File: src/rtl/uart_pkg.sv
// Shared UART definitions: parity modes, TX/RX state encodings and frame-length helper.
package uart_pkg;

  localparam int unsigned PAR_NONE = 0;
  localparam int unsigned PAR_ODD  = 1;
  localparam int unsigned PAR_EVEN = 2;

  typedef enum logic [2:0] {TX_IDLE, TX_START, TX_DATA, TX_PAR, TX_STOP} tx_state_t;
  typedef enum logic [2:0] {RX_IDLE, RX_START, RX_DATA, RX_PAR, RX_STOP} rx_state_t;

  function automatic int unsigned frame_len(input int unsigned baud_div,
                                            input int unsigned data_bits,
                                            input int unsigned parity,
                                            input int unsigned stop_bits);
    return baud_div * (1 + data_bits + ((parity != PAR_NONE) ? 1 : 0) + stop_bits);
  endfunction

endpackage

File: src/rtl/uart_bit_timer.sv
// Loadable down-counter; tc is high while enabled and the count has reached zero.
module uart_bit_timer #(
  parameter int unsigned WIDTH = 16
) (
  input  logic             clk,
  input  logic             rst,
  input  logic             en,
  input  logic             load,
  input  logic [WIDTH-1:0] load_val,
  output logic             tc
);

  logic [WIDTH-1:0] count;

  always_ff @(posedge clk) begin
    if (rst)
      count <= '0;
    else if (load)
      count <= load_val;
    else if (en && count != '0)
      count <= count - WIDTH'(1);
  end

  assign tc = en && (count == '0);

endmodule

File: src/rtl/uart_core.sv
// Full-duplex UART with TX holding register and RX data register.
// Optional internal loopback port is compiled in with UART_LOOPBACK_EN.
module uart_core
  import uart_pkg::*;
#(
  parameter int unsigned BAUD_DIV  = 868,
  parameter int unsigned DATA_BITS = 8,
  parameter int unsigned PARITY    = 0,
  parameter int unsigned STOP_BITS = 1
) (
  input  logic                 clk,
  input  logic                 rst,
  input  logic                 ce,
  input  logic                 wr,
  input  logic [DATA_BITS-1:0] din,
  input  logic                 rd,
  output logic [DATA_BITS-1:0] dout,
  output logic                 dbf,
  output logic                 tdf,
  output logic                 clk_div,
  output logic                 rdf,
  output logic                 rdc,
  output logic                 error,
  output logic                 perr,
  output logic                 ovr,
  output logic                 Txd,
  input  logic                 Rxd
`ifdef UART_LOOPBACK_EN
  ,
  input  logic                 loopback
`endif
);

  localparam int unsigned   TW        = 16;
  localparam int unsigned   CW        = 4;
  localparam logic [TW-1:0] FULL_LOAD = TW'(BAUD_DIV - 1);
  localparam logic [TW-1:0] HALF_LOAD = TW'(BAUD_DIV / 2 - 1);
  localparam logic [CW-1:0] LAST_DATA = CW'(DATA_BITS - 1);
  localparam logic [1:0]    LAST_STOP = 2'(STOP_BITS - 1);
  localparam bit            HAS_PAR   = (PARITY != PAR_NONE);
  localparam logic          ODD_INV   = (PARITY == PAR_ODD);

  logic wr_en, rd_en;
  assign wr_en = wr & ce & ~dbf;
  assign rd_en = rd & ce;

  // ---------------- transmitter ----------------
  tx_state_t            tx_state, tx_next;
  logic [DATA_BITS-1:0] tx_hold, tx_shift;
  logic [CW-1:0]        tx_cnt;
  logic [1:0]           tx_stop_cnt;
  logic                 tx_par, tx_take, tx_load, tx_tc, tx_line, txd_q, rx_in;

  uart_bit_timer #(.WIDTH(TW)) u_tx_timer (
    .clk(clk), .rst(rst), .en(tx_state != TX_IDLE), .load(tx_load),
    .load_val(FULL_LOAD), .tc(tx_tc)
  );

  always_ff @(posedge clk) begin
    if (rst) tx_state <= TX_IDLE;
    else     tx_state <= tx_next;
  end

  always_comb begin
    tx_next = tx_state;
    tx_take = 1'b0;
    tx_load = 1'b0;
    tx_line = 1'b1;
    case (tx_state)
      TX_IDLE: if (dbf) begin
        tx_take = 1'b1;
        tx_load = 1'b1;
        tx_next = TX_START;
      end
      TX_START: begin
        tx_line = 1'b0;
        if (tx_tc) begin
          tx_load = 1'b1;
          tx_next = TX_DATA;
        end
      end
      TX_DATA: begin
        tx_line = tx_shift[0];
        if (tx_tc) begin
          tx_load = 1'b1;
          if (tx_cnt == LAST_DATA) tx_next = HAS_PAR ? TX_PAR : TX_STOP;
        end
      end
      TX_PAR: begin
        tx_line = tx_par;
        if (tx_tc) begin
          tx_load = 1'b1;
          tx_next = TX_STOP;
        end
      end
      TX_STOP: if (tx_tc) begin
        // A pending byte chains straight into the next start bit
        if (tx_stop_cnt != LAST_STOP) begin
          tx_load = 1'b1;
        end else if (dbf) begin
          tx_take = 1'b1;
          tx_load = 1'b1;
          tx_next = TX_START;
        end else begin
          tx_next = TX_IDLE;
        end
      end
      default: tx_next = TX_IDLE;
    endcase
  end

  always_ff @(posedge clk) begin
    if (rst) begin
      dbf         <= 1'b0;
      tx_hold     <= '0;
      tx_shift    <= '0;
      tx_par      <= 1'b0;
      tx_cnt      <= '0;
      tx_stop_cnt <= '0;
      txd_q       <= 1'b1;
    end else begin
      txd_q <= tx_line;
      if (tx_take) begin
        dbf         <= 1'b0;
        tx_shift    <= tx_hold;
        tx_par      <= (^tx_hold) ^ ODD_INV;
        tx_cnt      <= '0;
        tx_stop_cnt <= '0;
      end else begin
        if (wr_en) begin
          dbf     <= 1'b1;
          tx_hold <= din;
        end
        if (tx_tc && tx_state == TX_DATA) begin
          tx_shift <= tx_shift >> 1;
          tx_cnt   <= tx_cnt + CW'(1);
        end
        if (tx_tc && tx_state == TX_STOP) tx_stop_cnt <= tx_stop_cnt + 2'd1;
      end
    end
  end

  assign tdf     = (tx_state != TX_IDLE);
  assign clk_div = tx_tc;

`ifdef UART_LOOPBACK_EN
  assign Txd   = loopback ? 1'b1  : txd_q;
  assign rx_in = loopback ? txd_q : Rxd;
`else
  assign Txd   = txd_q;
  assign rx_in = Rxd;
`endif

  // ---------------- receiver ----------------
  rx_state_t            rx_state, rx_next;
  logic [1:0]           rx_sync;
  logic                 rx_s, rx_load, rx_tc, rx_done, rx_par_bit, par_bad;
  logic [TW-1:0]        rx_load_val;
  logic [DATA_BITS-1:0] rx_shift;
  logic [CW-1:0]        rx_cnt;

  always_ff @(posedge clk) begin
    if (rst) rx_sync <= '1;
    else     rx_sync <= {rx_sync[0], rx_in};
  end
  assign rx_s = rx_sync[1];

  uart_bit_timer #(.WIDTH(TW)) u_rx_timer (
    .clk(clk), .rst(rst), .en(rx_state != RX_IDLE), .load(rx_load),
    .load_val(rx_load_val), .tc(rx_tc)
  );

  always_ff @(posedge clk) begin
    if (rst) rx_state <= RX_IDLE;
    else     rx_state <= rx_next;
  end

  always_comb begin
    rx_next     = rx_state;
    rx_load     = 1'b0;
    rx_load_val = FULL_LOAD;
    rx_done     = 1'b0;
    case (rx_state)
      RX_IDLE: if (!rx_s) begin
        rx_load     = 1'b1;
        rx_load_val = HALF_LOAD;
        rx_next     = RX_START;
      end
      RX_START: if (rx_tc) begin
        if (rx_s) begin
          rx_next = RX_IDLE;
        end else begin
          rx_load = 1'b1;
          rx_next = RX_DATA;
        end
      end
      RX_DATA: if (rx_tc) begin
        rx_load = 1'b1;
        if (rx_cnt == LAST_DATA) rx_next = HAS_PAR ? RX_PAR : RX_STOP;
      end
      RX_PAR: if (rx_tc) begin
        rx_load = 1'b1;
        rx_next = RX_STOP;
      end
      RX_STOP: if (rx_tc) begin
        rx_done = 1'b1;
        rx_next = RX_IDLE;
      end
      default: rx_next = RX_IDLE;
    endcase
  end

  assign par_bad = HAS_PAR && (rx_par_bit != ((^rx_shift) ^ ODD_INV));
  assign rdc     = rx_done;

  always_ff @(posedge clk) begin
    if (rst) begin
      rx_shift   <= '0;
      rx_cnt     <= '0;
      rx_par_bit <= 1'b0;
      dout       <= '0;
      rdf        <= 1'b0;
      error      <= 1'b0;
      perr       <= 1'b0;
      ovr        <= 1'b0;
    end else begin
      if (rx_state == RX_START) rx_cnt <= '0;
      if (rx_tc && rx_state == RX_DATA) begin
        rx_shift <= {rx_s, rx_shift[DATA_BITS-1:1]};
        rx_cnt   <= rx_cnt + CW'(1);
      end
      if (rx_tc && rx_state == RX_PAR) rx_par_bit <= rx_s;
      // Completion beats a simultaneous read: the read only frees room for the new byte
      if (rx_done) begin
        error <= (error & ~rd_en) | ~rx_s;
        perr  <= (perr & ~rd_en) | par_bad;
        if (!rdf || rd_en) begin
          dout <= rx_shift;
          rdf  <= 1'b1;
          ovr  <= ovr & ~rd_en;
        end else begin
          ovr <= 1'b1;
        end
      end else if (rd_en) begin
        rdf   <= 1'b0;
        error <= 1'b0;
        perr  <= 1'b0;
        ovr   <= 1'b0;
      end
    end
  end

endmodule

File: config.mk
export PLATFORM = sky130hd
export DESIGN_NAME = uart_core
export DESIGN_NICKNAME = d
export VERILOG_FILES = /design/src/rtl/uart_pkg.sv /design/src/rtl/uart_bit_timer.sv /design/src/rtl/uart_core.sv
export SDC_FILE = /design/constraint.sdc
export NUM_CORES = 1
export LEC_CHECK = 0
export ABC_CLOCK_PERIOD_IN_PS = 2700
export BUFFER_PORTS_ARGS = -buffer_cell sky130_fd_sc_hd__clkbuf_2
export CAP_MARGIN = 20
export CORE_MARGIN = 8
export CORE_UTILIZATION = 62
export CTS_BUF_LIST = sky130_fd_sc_hd__clkbuf_8
export DETAILED_ROUTE_END_ITERATION = 12
export PLACE_DENSITY_LB_ADDON = 0.05
export SLEW_MARGIN = 0
export SYNTH_ARGS = -nofsm -noshare
export SYNTH_HDL_FRONTEND = slang
export SYNTH_SLANG_ARGS = --single-unit
File: constraint.sdc
create_clock -name clk -period 2.7 [get_ports clk]
set_input_delay 0.54 -clock clk [delete_from_list [all_inputs] [get_ports clk]]
set_output_delay 0.54 -clock clk [all_outputs]
set_load 0.005 [all_outputs]
==> results by stage <==
Synthesis:
- Averaged over all synthesized cells, the footprint is approximately 8.6 um^2.
- The largest area contributor in the netlist is dfxtp_1.
- In the synthesized netlist, the number of instances is 465.
- The net count of the mapped netlist is 486.
- Summed over its instances, the top area cell type makes up 44.7% of the synthesized netlist area.
- Yosys printed 0 warnings.
- The mapped netlist covers roughly 4000 um^2.
- For this run, the register share of the synthesized area comes to roughly 45%.
- The async set-reset flop share out of synthesis is 0%.
- The number of synthesized flops with an enable pin is 0.
- In the post-synthesis netlist, the biggest area contributors are dfxtp_1 (45%), a21oi_1 (5.9%), nor2_1 (5.8%).
- The synthesized design contains 89 register bits.
- The distinct cell type count after synthesis is 55.
- For this run, the leading register cell type out of synthesis is dfxtp_1.

STA:
- The tightest hold path in the finished design has a slack of 0.354 ns.
- Of the available clock period, the critical path in the final layout requires a little over nine tenths.
- The count of endpoints failing setup in the final report is 0.
- The accumulated negative setup slack is 0 ns.
- On the final layout, the worst clock skew is roughly 0.012 ns.
- The transition at the pin with the smallest max-transition slack is between 0.5 and 0.6 ns.
- The number of hold violations in the final report is 0.
- The time the final worst path needs with I/O delays and setup is 2.57 ns.
- Setup repair after global routing left no endpoint under its margin.
- The final count of pins violating max slew was 0.
- The normalized max-slew margin is between 60 and 70%.
- For this run, the top clock speed supported by timing is between 300 and 400 MHz.

Pwr:
- The analysis attributes to net switching a power of 0.00144 W.
- The net switching fraction of the power is between 30 and 40%.
- The total power is between 0.003 and 0.004 W.
- For this design the static power due to leakage is 1.68 nW.
- The share of power burned in combinational logic is between 30% and 40%.
- The largest vdd supply drop is 0.742 mV.
- The cell internal power dissipation is 0.00244 W.
- The clock share of power is 24.1%.
- Sequential cells burn 41.8% of the power.
- The total power divided by cell area is 875 nW/um^2.

Cells and area:
- Leaving out fill and tap cells, the most frequent cells in the layout are dfxtp_1 (88), nor2_1 (62), nand2_1 (54).
- Leaving out fill and tap cells, the most frequent cell in the layout is dfxtp_1.
- The post-route netlist has 14.1% of its cells at a drive strength greater than 1.
- Once layout is complete, the cells apart from fillers number 581.
- The final core utilization is ~70%.
- The area growth from synthesis to layout is 11.4%.
- The number of antenna diodes in the final layout is 0.
- In the final design database the tool counted 520 nets.

GRT:
- The total routing resource utilization after global routing is between 15 and 20%.
- The maximum number of pins on one net before global-route repair is 48.
- The via count of the first global-routing pass is 3219.
- Summed over all layers, the global routing overflow is 0.
- The initial antenna violation count came to 0.
- The first global-routing pass estimated 14.4 mm of wire.

Run:
- The max-capacitance violation count is 0.

Worst setup path:
- The critical path endpoint category is a primary output.
- For this design, the slowest cell found on the critical path is or4_4.
- STA puts the critical path data required time at between 2 and 2.5 ns.
- The kind of start point of the critical path is a flop.
- The kind of critical path is reg2out.
- Together, buffers and inverters on the worst path number 2.
- The critical path goes through inv_1 -> ha_1 -> or4b_1 -> or4_4 -> nor3_2 -> buf_2.
- Of all nets on the critical path, the largest fanout is 3.
- The kind of cell with the highest combined delay on the critical path is simple AND/OR/NAND/NOR gates.
- The critical path data arrival time is 2.03 ns.
- For this run, the slowest stage of the critical path takes 0.45 ns.

Die:
- The die extent in x is roughly 96 um.
- The placeable core region is between 6000 and 7000 um^2.
- Once the floorplan was initialized, standard cells occupied 63.5% of the core.
- From bottom edge to top edge, the die measures 96.2 um.
- The area enclosed by the die boundary is about 9300 um^2.
- 31 I/O pins were placed.
- The number of rows created at floorplan is 29.

CTS:
- After clock tree synthesis, the clock-pin slew on the worst setup and hold paths is ~0.09 ns.
- The clock insertion delay at the later pin of the skew report is 0.37 ns.
- The clock tree from TritonCTS is built.
- The clock tree synthesis step divided the H-tree into 3 levels.
- The CTS buffer count is 9.
- CTS placed an instance of clkbuf_8 at the clock tree root.
- No sink is reached through more buffers than the 2 on the longest clock path.
- The tree built by TritonCTS fans out to between 80 and 90 sinks.

Hold path:
- The class of the most critical hold timing path is in2reg.

Detailed routing:
- The detailed-routing iteration count for the pre-antenna-repair pass is 4.
- Dividing the detail-routed wire length by the instance count gives around 14 um.
- In this run the remaining antenna-violating nets after routing total 0.
- The detailed router placed 3314 vias in this run.
- After detailed routing, the number of remaining DRC violations is 0.
- After the first detailed-routing iteration, the DRC count stood at ~150.
- Wires add up to 8.19 mm.
- Using the TritonRoute via totals, the vias-per-cell ratio works out to 5.70.

Placed design:
- The routability congestion estimate is around 0.8.
- Port buffering added 30 buffers.
- The HPWL after detailed placement is 5.90 mm.
- Counting tap cells, the placed design contains a total of 565 instances.

Outcome:
- The flow ran to the end, and the final reports show no timing, DRC or antenna violations.
## path summary, 6_finish.rpt
kind                                                 end  depth (start not counted)  slack, ns                        startpoint
worst max-delay path                             clk_div                          6       0.13  u_tx_timer.count[0]$_SDFFE_PP0P_
worst min register to register      dout[7]$_SDFFE_PP0P_                          2       0.46              dout[7]$_SDFFE_PP0P_
worst min-delay path               rx_sync[0]$_SDFF_PP1_                          2       0.35                               Rxd
worst max register to register  tx_shift[3]$_SDFFE_PP0P_                          8       0.40  u_tx_timer.count[0]$_SDFFE_PP0P_
## what timing repair did
item                                    4_1_cts  5_1_grt
buffers inserted                              0        0
endpoints found under the setup margin        0        1
resized for setup                             0        4
hold buffers                                  0        0
## power groups by stage
stage	Clock [W]	Combinational, W	Sequential (W)
CTS	0.000957	0.00130	0.00162
global route	0.00101	0.00148	0.00165
detailed placement	0	0.00129	0.00165
finish	0.000936	0.00132	0.00163
global placement	0	0.00126	0.00164
floorplan	0	0.000998	0.00160
## metal layers
metal  routed length (um)  global-route usage (%)  vias up
met1                 3800                    23.0     1559
li1                     -                       -     1686
met4                  119                    8.19        0
met3                  332                    4.13       10
met5                    0                       0        -
met2                 3940                    33.3       59
## stage by stage
| stage | setup slack [ns] | instance area (um^2) |
|---|---|---|
| 2_1_floorplan | 0.592 | 3990 |
| 3_3_place_gp | 0.412 | 4230 |
| 3_5_place_dp | 0.392 | 4230 |
| 4_1_cts | 0.0280 | 4430 |
| 5_1_grt | 0.00762 | 4440 |
| 6_report | 0.128 | 4440 |
## final cells by class
class,instances,area (um^2)
multi-input cells,347,2090
fillers,524,1840
well taps,77,96.3
inverters,15,56.3
clock inverters,7,78.8
flip-flops and latches,89,1780
clock buffers,9,124
repair buffers,37,215
## flip-flops by register name, indices dropped and copies added, names as in the netlist
register / count
rx_state: 3
rx_sync: 2
rx_cnt: 4
dout: 8
error: 1
dbf: 1
rx_shift: 8
u_tx_timer.count: 16
tx_shift: 8
tx_cnt: 4
ovr: 1
Txd: 1
rdf: 1
tx_hold: 8
tx_par: 1
perr: 1
tx_state: 3
u_rx_timer.count: 16
tx_stop_cnt: 2
## synthesized netlist by cell type (2+ instances only)
library cell,n
a211oi_1,4
nor2_1,62
nand4b_1,4
a22oi_1,7
a31oi_1,5
nor4b_1,2
a21oi_1,47
nand2_1,54
or4_4,2
buf_2,2
inv_1,15
dfxtp_1,89
nor3b_1,3
nor4_1,6
nand3_1,19
and2_1,2
nand2b_1,5
clkbuf_1,10
or3_1,6
nor3_1,11
xor2_1,16
or2_2,2
ha_1,7
and3_1,4
nand4_1,6
o21ai_0,8
nand3b_1,7
mux2i_1,10
xnor2_1,23
clkbuf_8,2
## kinds of logic (layout without fill, tap and decap cells)
kind of cell | after synthesis | in the layout | share of synthesized area [%]
AOI/OAI and AO/OA | 84 | 84 | 12.5
xor gates and xnor gates | 39 | 39 | 8.57
adders and majority gates | 7 | 7 | 2.20
buffers and inverters | 29 | 68 | 3.30
DFF | 89 | 89 | 44.7
muxes | 10 | 10 | 2.51
and+or+nand+nor | 207 | 207 | 26.3
Power figures use the tool's default switching activity.
